File: src/rtl/delay_scheduler.sv
// Programmable interval timer: counts a requested number of TICK_CYCLES-long units
// and pulses done once on completion, with pause, cancel, restart and progress readback.
module delay_scheduler #(
  parameter int TICK_CYCLES = 10_000_000,
  parameter int DUR_W       = 8
) (
  input  logic             clk,
  input  logic             rst,
  input  logic             start,
  input  logic [DUR_W-1:0] duration,
  input  logic             pause,
  input  logic             cancel,
  output logic             busy,
  output logic             done,
  output logic [DUR_W-1:0] elapsed,
  output logic [DUR_W-1:0] remaining
);

  localparam int PRE_W = (TICK_CYCLES > 1) ? $clog2(TICK_CYCLES) : 1;
  localparam logic [PRE_W-1:0] PRE_LAST = PRE_W'(TICK_CYCLES - 1);

  typedef enum logic [1:0] {
    IDLE   = 2'd0,
    RUN    = 2'd1,
    PAUSED = 2'd2
  } state_t;

  state_t             state_q, state_d;
  logic [PRE_W-1:0]   pre_q, pre_d;
  logic [DUR_W-1:0]   dur_q, dur_d;
  logic [DUR_W-1:0]   elapsed_q, elapsed_d;
  logic               done_q, done_d;
  logic [DUR_W-1:0]   elapsed_inc;

  assign elapsed_inc = elapsed_q + DUR_W'(1);

  always_comb begin
    state_d   = state_q;
    pre_d     = pre_q;
    dur_d     = dur_q;
    elapsed_d = elapsed_q;
    done_d    = 1'b0;
    if (cancel) begin
      state_d = IDLE;
      pre_d   = '0;
    end else if (start) begin
      pre_d     = '0;
      elapsed_d = '0;
      if (duration == '0) begin
        dur_d   = '0;
        done_d  = 1'b1;
        state_d = IDLE;
      end else begin
        dur_d   = duration;
        state_d = RUN;
      end
    end else if (state_q != IDLE) begin
      if (pause) begin
        state_d = PAUSED;
      end else begin
        // Releasing pause resumes counting immediately, so a pause of P sampled
        // cycles stretches the interval by exactly P cycles.
        state_d = RUN;
        if (pre_q == PRE_LAST) begin
          pre_d     = '0;
          elapsed_d = elapsed_inc;
          if (elapsed_inc == dur_q) begin
            done_d  = 1'b1;
            state_d = IDLE;
          end
        end else begin
          pre_d = pre_q + PRE_W'(1);
        end
      end
    end
  end

  always_ff @(posedge clk) begin
    if (rst) begin
      state_q   <= IDLE;
      pre_q     <= '0;
      dur_q     <= '0;
      elapsed_q <= '0;
      done_q    <= 1'b0;
    end else begin
      state_q   <= state_d;
      pre_q     <= pre_d;
      dur_q     <= dur_d;
      elapsed_q <= elapsed_d;
      done_q    <= done_d;
    end
  end

  assign busy      = (state_q != IDLE);
  assign done      = done_q;
  assign elapsed   = elapsed_q;
  assign remaining = dur_q - elapsed_q;

endmodule

File: config.mk
export PLATFORM = sky130hd
export DESIGN_NAME = delay_scheduler
export DESIGN_NICKNAME = d
export VERILOG_FILES = /design/src/rtl/delay_scheduler.sv
export SDC_FILE = /design/constraint.sdc
export NUM_CORES = 1
export LEC_CHECK = 0
export BUFFER_PORTS_ARGS = -buffer_cell sky130_fd_sc_hd__buf_2
export CORE_ASPECT_RATIO = 1.1
export CORE_MARGIN = 1
export CORE_UTILIZATION = 52
export CTS_CLUSTER_DIAMETER = 40
export DETAILED_ROUTE_END_ITERATION = 16
export PLACE_DENSITY = 0.76
export SLEW_MARGIN = 20
export SYNTH_ARGS = -nofsm -noshare
export SYNTH_HDL_FRONTEND = slang
export SYNTH_SLANG_ARGS = --single-unit
File: constraint.sdc
create_clock -name clk -period 1.95 [get_ports clk]
set_input_delay 0.0975 -clock clk [delete_from_list [all_inputs] [get_ports clk]]
set_output_delay 0.0975 -clock clk [all_outputs]
set_load 0.05 [all_outputs]
======== After elaboration in Yosys (flattened, before gate mapping) ========
Cells that the tools add are included.
storage, ports and cells
  bits in read-only memories .............. 0
  bits of input ports ..................... 13
  RAM bits ................................ 0
  logic and storage cells ................. 40
  latch bits .............................. 0
  bits in registers ....................... 43
  output and inout port bits .............. 18
  memories ................................ 0
cells by class
  multiply operators ...................... 0
  equal/unequal tests ..................... 3
  div/mod/pow operators ................... 0
  multiplexer cells ....................... 18
  add/subtract/negate cells ............... 3
  order comparisons ....................... 0
  bitwise operators ....................... 2
  reduce and logical (&&, ||, !) cells .... 9
  shifts and indexed selects .............. 0
operator list
  operator                                        number
  2-to-1 mux 8 bit                                5
  adder 24 x 1 -> 24 bit (second input constant)  1
  equality test 24 bit (second input constant)    1
  2-to-1 mux 24 bit                               1
  2-to-1 mux 1 bit                                9
  adder 8 x 1 -> 8 bit (second input constant)    1
  equality test 8 bit                             1
  logical NOT 8 bit                               1
  subtractor 8 bit                                1
  2-to-1 mux 2 bit                                3
  nonzero test 2 bit                              3
  AND reduction 2 bit                             2
  AND reduction 4 bit                             1
  OR reduction 3 bit                              1
  != test 2 bit (second input constant)           1
  inverter 1 bit                                  2
  OR reduction 2 bit                              1

======== Longest topological paths before layout ========
Gate-level depths: netlist of run 1.
  word-level depth ........................ 7
  gate-level depth with buffers ........... 9
  depth with buffers taken out ............ 9

======== Worst setup path before layout of run 1 ========
Ideal clock, no wire load.
  path kind ............................... flip-flop to output port
  start point ............................. register elapsed_q[1] (netlist: elapsed[1])
  end point ............................... output port remaining[7]
  stages on the path, launching flop included .. 8
  arrival time ............................ 2572 ps
  data required time ...................... 1852 ps
  buffers on the path ..................... 0
  setup slack ............................. -720 ps
  path through ............................ dfxtp_1 -> inv_1 -> ha_1 -> a21o_1 -> a21oi_1 -> a2bb2oi_1 -> a21oi_1 -> xnor2_1
on the way
  cells in the longest elaborated chain, start to end .. 1
RTL lines
  element                   RTL line  source
  start: declaration        31        logic [DUR_W-1:0] elapsed_q, elapsed_d;
  start signal: assignment  89        elapsed_q <= elapsed_d;
  subtractor 8 bit          97        assign remaining = dur_q - elapsed_q;
  end: declaration          16        output logic [DUR_W-1:0] remaining
Every way passes these cells.

======== Worst setup path in the final report of run 1 ========
  start point ............................. register elapsed_q[1] (netlist: elapsed[1])
  end point ............................... output port remaining[6]
The elaborated chain is that of the path after synthesis.

==> impl_metrics.tcl, run 1 <==
set metrics [dict create \
    status "finished with violations" \
    violations "setup timing" \
    grt_overflow_total 0 \
    gp_congestion 0.822 \
    fin_ws_ps -164 \
    synth_area_um2 2480 \
    cts_tree "yes" \
    wl_met2_mm 3.21 \
    viasPerCell 5.53 \
    drt_pre_antenna_iters 4 \
    drc 0 \
    vdd.ir_drop.worst_v 0.000436 \
    core_um2 4620 \
    cts.sinks 43 \
    area_delta_synth_final_pct 32.1 \
    synth_top_cell_by_area "dfxtp_1" \
    synthCells 287 \
    crit_path_start "elapsed[1]$_SDFFE_PP0P_" \
    post-place-ws_ps -28.2 \
    port_buffers 30 \
    hpwl_mm 4.14 \
    synth-edff-count 0 \
    synthTopCellsByCount "43 x dfxtp_1, 37 x nor2_1, 24 x nand2_1" \
    avgSynthCellArea_um2 8.66 \
    worst_pin_slew_ps 531 \
    clock.fmax_mhz 473 \
    ys.warnings.count 0 \
    async_reset_ff_frac 0 \
    grt_pass1_wl_mm 9.00 \
    setup_violations 5 \
    wl_met3_um 205 \
    top_layer_used "met4" \
    hold_path.class "input port to flip-flop" \
    crit_type "flip-flop to output port" \
    max_cap_viol_count 0 \
    worstPathArrival_ps 2020 \
    start_util 0.538 \
    leakage_nw 1.37 \
    powerDensity_nw_per_um2 571 \
    ctsHoldBuffers 0 \
    wl_mm 5.93 \
    cts-htree-levels 2 \
    drive_gt1_frac 0.336 \
    ys_types 51 \
    ys_ff_latch 43 \
    vias 2285 \
    antenna_found_initial 0 \
    synth_top_area_share 0.346 \
    relSlewSlack 0.645 \
    final.min_clock_period_ps 2110 \
    critPathLaunchType "flip-flop" \
    io_pins 31 \
    clock_latency_ps 300 \
    synthFlopType "dfxtp_1" \
    synth.area.top_cells "dfxtp_1 35%, xor2_1 7.4%, nor2_1 5.6%" \
    grt_max_degree 24 \
    rows 26 \
    cp-end-kind "output port" \
    dieArea_um2 5060 \
    clockBufferDepth 2 \
    hold_viol_final 0 \
    clk_pin_slew_ps 80 \
    drt_iter0_markers 104 \
    worstPathMaxFanout 4 \
    die_x_um 67.9 \
    synth_seq_area_share 0.346 \
    n_antenna_cell 0 \
    grt_usage 0.242 \
    final_antenna_net_count 0 \
    required_ps 1850 \
    yosys.cell_count.top_type "dfxtp_1" \
    nets 380 \
    grt_pass1_vias 2074 \
    fin_skew_ps 7.01 \
    syn_nets 310 \
    r2r_start "elapsed[1]$_SDFFE_PP0P_" \
    grt_setup_unrepaired "yes" \
    fin_crit_sh 1.08 \
    drv_slew 0 \
    cts_made_buffers 5 \
    chipHeight_um 74.5 \
    whs_ps 44.2 \
    min_from "duration[0]" \
    root_buffer "clkbuf_8" \
    wl_met1_mm 2.44 \
    wl_per_cell_um 14.4 \
]
[worst max-delay path: stages (launching register included)]
cell      delay [ps]
dfxtp_4          360
buf_6            120
fa_2             390
nor2b_1          120
o21ai_1           60
nand2b_1         100
a21o_1           170
a21oi_4           80
xnor2_4          130
buf_6            170
[report_power, final]
group,switching [mW],internal [mW],total [mW],leakage [nW]
Combinational,0.203,0.156,0.360,0.966
Sequential,0.0103,0.881,0.892,0.353
Clock,0.301,0.324,0.625,0.0495
[through the flow]
stage / instance area (µm²) / utilization / cells / TNS [ps] / total power, mW
CTS: 3200 / 0.693 / 407 / -499 / 1.88
global route: 3280 / 0.711 / 413 / -840 / 1.94
detailed placement: 2990 / 0.648 / 395 / -117 / 1.23
finish: 3280 / 0.711 / 413 / -489 / 1.88
floorplan: 2610 / - / 287 / 0 / 1.15
global placement: 2990 / 0.648 / 395 / 0 / 1.22
[logic make-up after synthesis]
logic type                 Yosys count  share of synthesized area
and+or+nand+nor                    126                      0.289
AOI/OAI and AO/OA                   45                      0.115
DFF                                 43                      0.346
xor gates and xnor gates            34                      0.120
buffers and inverters               22                     0.0488
adders and majority gates           10                     0.0534
muxes                                7                     0.0282
[worst paths after layout]
check	slack [ps]	to	depth (start not counted)
hold reg to reg	490	pre_q[22]$_SDFFE_PP0P_	2
setup / recovery	-160	remaining[6]	9
setup reg to reg	80	done$_SDFF_PP0_	9
hold / removal	40	dur_q[0]$_SDFFE_PP0P_	3
[registers in the layout, indices dropped and copies added (netlist names)]
name and flops:
done 1, pre_q 24, state_q 2, elapsed 8
dur_q 8
[layer usage]
layer  vias up  track usage
met4         0       0.0833
met3         9       0.0644
met5         -            0
met2        58        0.439
li1       1150            -
met1      1068        0.268
[layout make-up]
type / count / area, µm²
multi-input combinational: 222 / 1680
timing repair buffer: 73 / 514
clock buffer: 7 / 97.6
inverter: 12 / 45.0
tap: 56 / 70.1
fill: 358 / 1340
sequential: 43 / 881
[cell usage in the layout (no fill, tap or decap), drive strengths merged, types with 2 or more instances in the layout]
master / instances
xor2: 21
or3: 3
dfxtp: 43
and3: 10
and4: 6
nand4b: 2
a21oi: 20
nor2b: 5
o21bai: 2
a21o: 2
nor4: 4
clkbuf: 8
nor2: 37
mux2i: 7
nand3b: 2
inv: 12
xnor2: 13
nor3: 4
nand4: 11
nand2: 24
o21ai: 10
nor4b: 2
or4: 3
nand3: 7
buf: 72
or2: 3
ha: 9
[repair_timing]
action | in CTS | in global routing
buffers inserted | 6 | 6
resized for setup | 21 | 11
endpoints found under the setup margin | 30 | 37
pin swaps | 11 | 11
(Power assumes the default switching activity.)
==> run 2, diff against run 1 <==
--- a/config.mk
+++ b/config.mk
@@ -12,6 +12,7 @@
 export CTS_CLUSTER_DIAMETER = 40
 export DETAILED_ROUTE_END_ITERATION = 16
 export PLACE_DENSITY = 0.76
+export SETUP_SLACK_MARGIN = 0.15
 export SLEW_MARGIN = 20
 export SYNTH_ARGS = -nofsm -noshare
 export SYNTH_HDL_FRONTEND = slang
==> impl_metrics.tcl, run 2 (synthesis results as in run 1) <==
set metrics [dict create \
    status "finished with violations" \
    violations "setup timing" \
    vias 2195 \
    critPathLaunchType "flip-flop" \
    drt_iter0_markers 92 \
    cts_made_buffers 5 \
    drv_slew 0 \
    vdd.ir_drop.worst_v 0.000329 \
    hold_path.class "input port to flip-flop" \
    relSlewSlack 0.592 \
    ctsHoldBuffers 0 \
    fin_crit_sh 1.08 \
    cts.sinks 43 \
    core_um2 4620 \
    area_delta_synth_final_pct 29.6 \
    antenna_found_initial 0 \
    start_util 0.538 \
    min_from "duration[1]" \
    worst_path_max_delay_cell "fa_2" \
    drive_gt1_frac 0.356 \
    worst_pin_slew_ps 609 \
    n_antenna_cell 0 \
    io_pins 31 \
    clock_latency_ps 290 \
    crit_path_start "elapsed[1]$_SDFFE_PP0P_" \
    viasPerCell 5.54 \
    grt_max_degree 24 \
    grt_usage 0.237 \
    worstPathMaxFanout 3 \
    nets 362 \
    root_buffer "clkbuf_8" \
    largest_reg_flops 24 \
    fin_skew_ps 6.07 \
    crit_chain "buf_4 > fa_2 > nor2b_1 > o21ai_1 > nand2b_1 > a21o_1 > a21oi_4 > xnor2_4 > buf_6" \
    hold_viol_final 0 \
    grt_pass1_wl_mm 8.99 \
    port_buffers 30 \
    clock.fmax_mhz 474 \
    r2r_start "pre_q[1]$_SDFFE_PP0P_" \
    grt_overflow_total 0 \
    hpwl_mm 3.84 \
    layout_commonest_cell "nor2_1" \
    fin_cells 396 \
    required_ps 1850 \
    powerDensity_nw_per_um2 557 \
    final_antenna_net_count 0 \
    top_register "pre_q" \
    fin_ws_ps -158 \
    worstPathArrival_ps 2010 \
    max_stage_delay_ps 390 \
    wl_mm 5.59 \
    whs_ps 42.4 \
    grt_pass1_vias 2039 \
    rows 26 \
    reg2reg_slack_ps 170 \
    clockBufferDepth 2 \
    grt_setup_unrepaired "yes" \
    layout_common_cells "37 x nor2_1, 29 x dfxtp_1, 24 x nand2_1, 24 x buf_2, 22 x buf_4" \
    gp_congestion 0.832 \
    post-place-cells 378 \
    clk_pin_slew_ps 80 \
    max_cap_viol_count 0 \
    cts_tree "yes" \
    leakage_nw 1.26 \
    cp-end-kind "output port" \
    drc 0 \
    crit_type "flip-flop to output port" \
    drt_pre_antenna_iters 4 \
    die_x_um 67.9 \
    chipHeight_um 74.5 \
    cts-htree-levels 2 \
    setup_violations 4 \
    final.min_clock_period_ps 2110 \
    wl_per_cell_um 14.1 \
    dieArea_um2 5060 \
]
run 2: repair_timing:
item,in CTS,in global routing
pin swaps,16,21
setup endpoints to repair,33,39
gates resized for setup,28,24
setup buffers,7,3
run 2: metrics by stage:
step / total power, mW / TNS (ps) / util / area (µm²) / setup slack (ps)
3_3_place_gp: 1.22 / 0 / 0.625 / 2890 / 44.6
2_1_floorplan: 1.16 / 0 / - / 2630 / 43.6
5_1_grt: 1.87 / -902 / 0.697 / 3220 / -272
4_1_cts: 1.81 / -490 / 0.675 / 3120 / -183
6_report: 1.79 / -444 / 0.697 / 3220 / -158
3_5_place_dp: 1.22 / 0 / 0.625 / 2890 / 22.3
run 2: final cells by class:
class                   instances  area [µm²]
clock buffers                   5        68.8
fillers                       378        1400
well taps                      56        70.1
flip-flops and latches         43         893
inverters                      12        47.5
clock inverters                 3        15.0
repair buffers                 55         387
multi-input cells             222        1740
run 2: path summary, 6_finish.rpt:
kind	endpoint	cells after the start
max	remaining[6]	9
min	dur_q[1]$_SDFFE_PP0P_	3
max reg2reg	elapsed[6]$_SDFFE_PP0P_	8
min reg2reg	pre_q[1]$_SDFFE_PP0P_	2
run 2: critical path: cells and delay by family, from the launching register on:
kind / cells / cell delay (ps)
simple gates: 2 / 210
compound gates: 3 / 310
buf+inv: 2 / 310
fa+ha+maj: 1 / 390
xor+xnor: 1 / 130
flops: 1 / 370
run 2: report_power, final:
group	total, mW	internal, mW	leakage, nW	switching [mW]
logic	0.344	0.148	0.858	0.197
clock network	0.560	0.246	0.0477	0.314
registers	0.889	0.879	0.356	0.0101
total	1.79	1.27	1.26	0.521
run 2: per-layer routing:
layer / routed length, µm / global-route usage / up-vias
met5: 0 / 0 / -
met4: 80 / 0.0856 / 0
met3: 156 / 0.0598 / 10
met2: 2960 / 0.404 / 35
met1: 2400 / 0.286 / 1036
li1: - / - / 1114
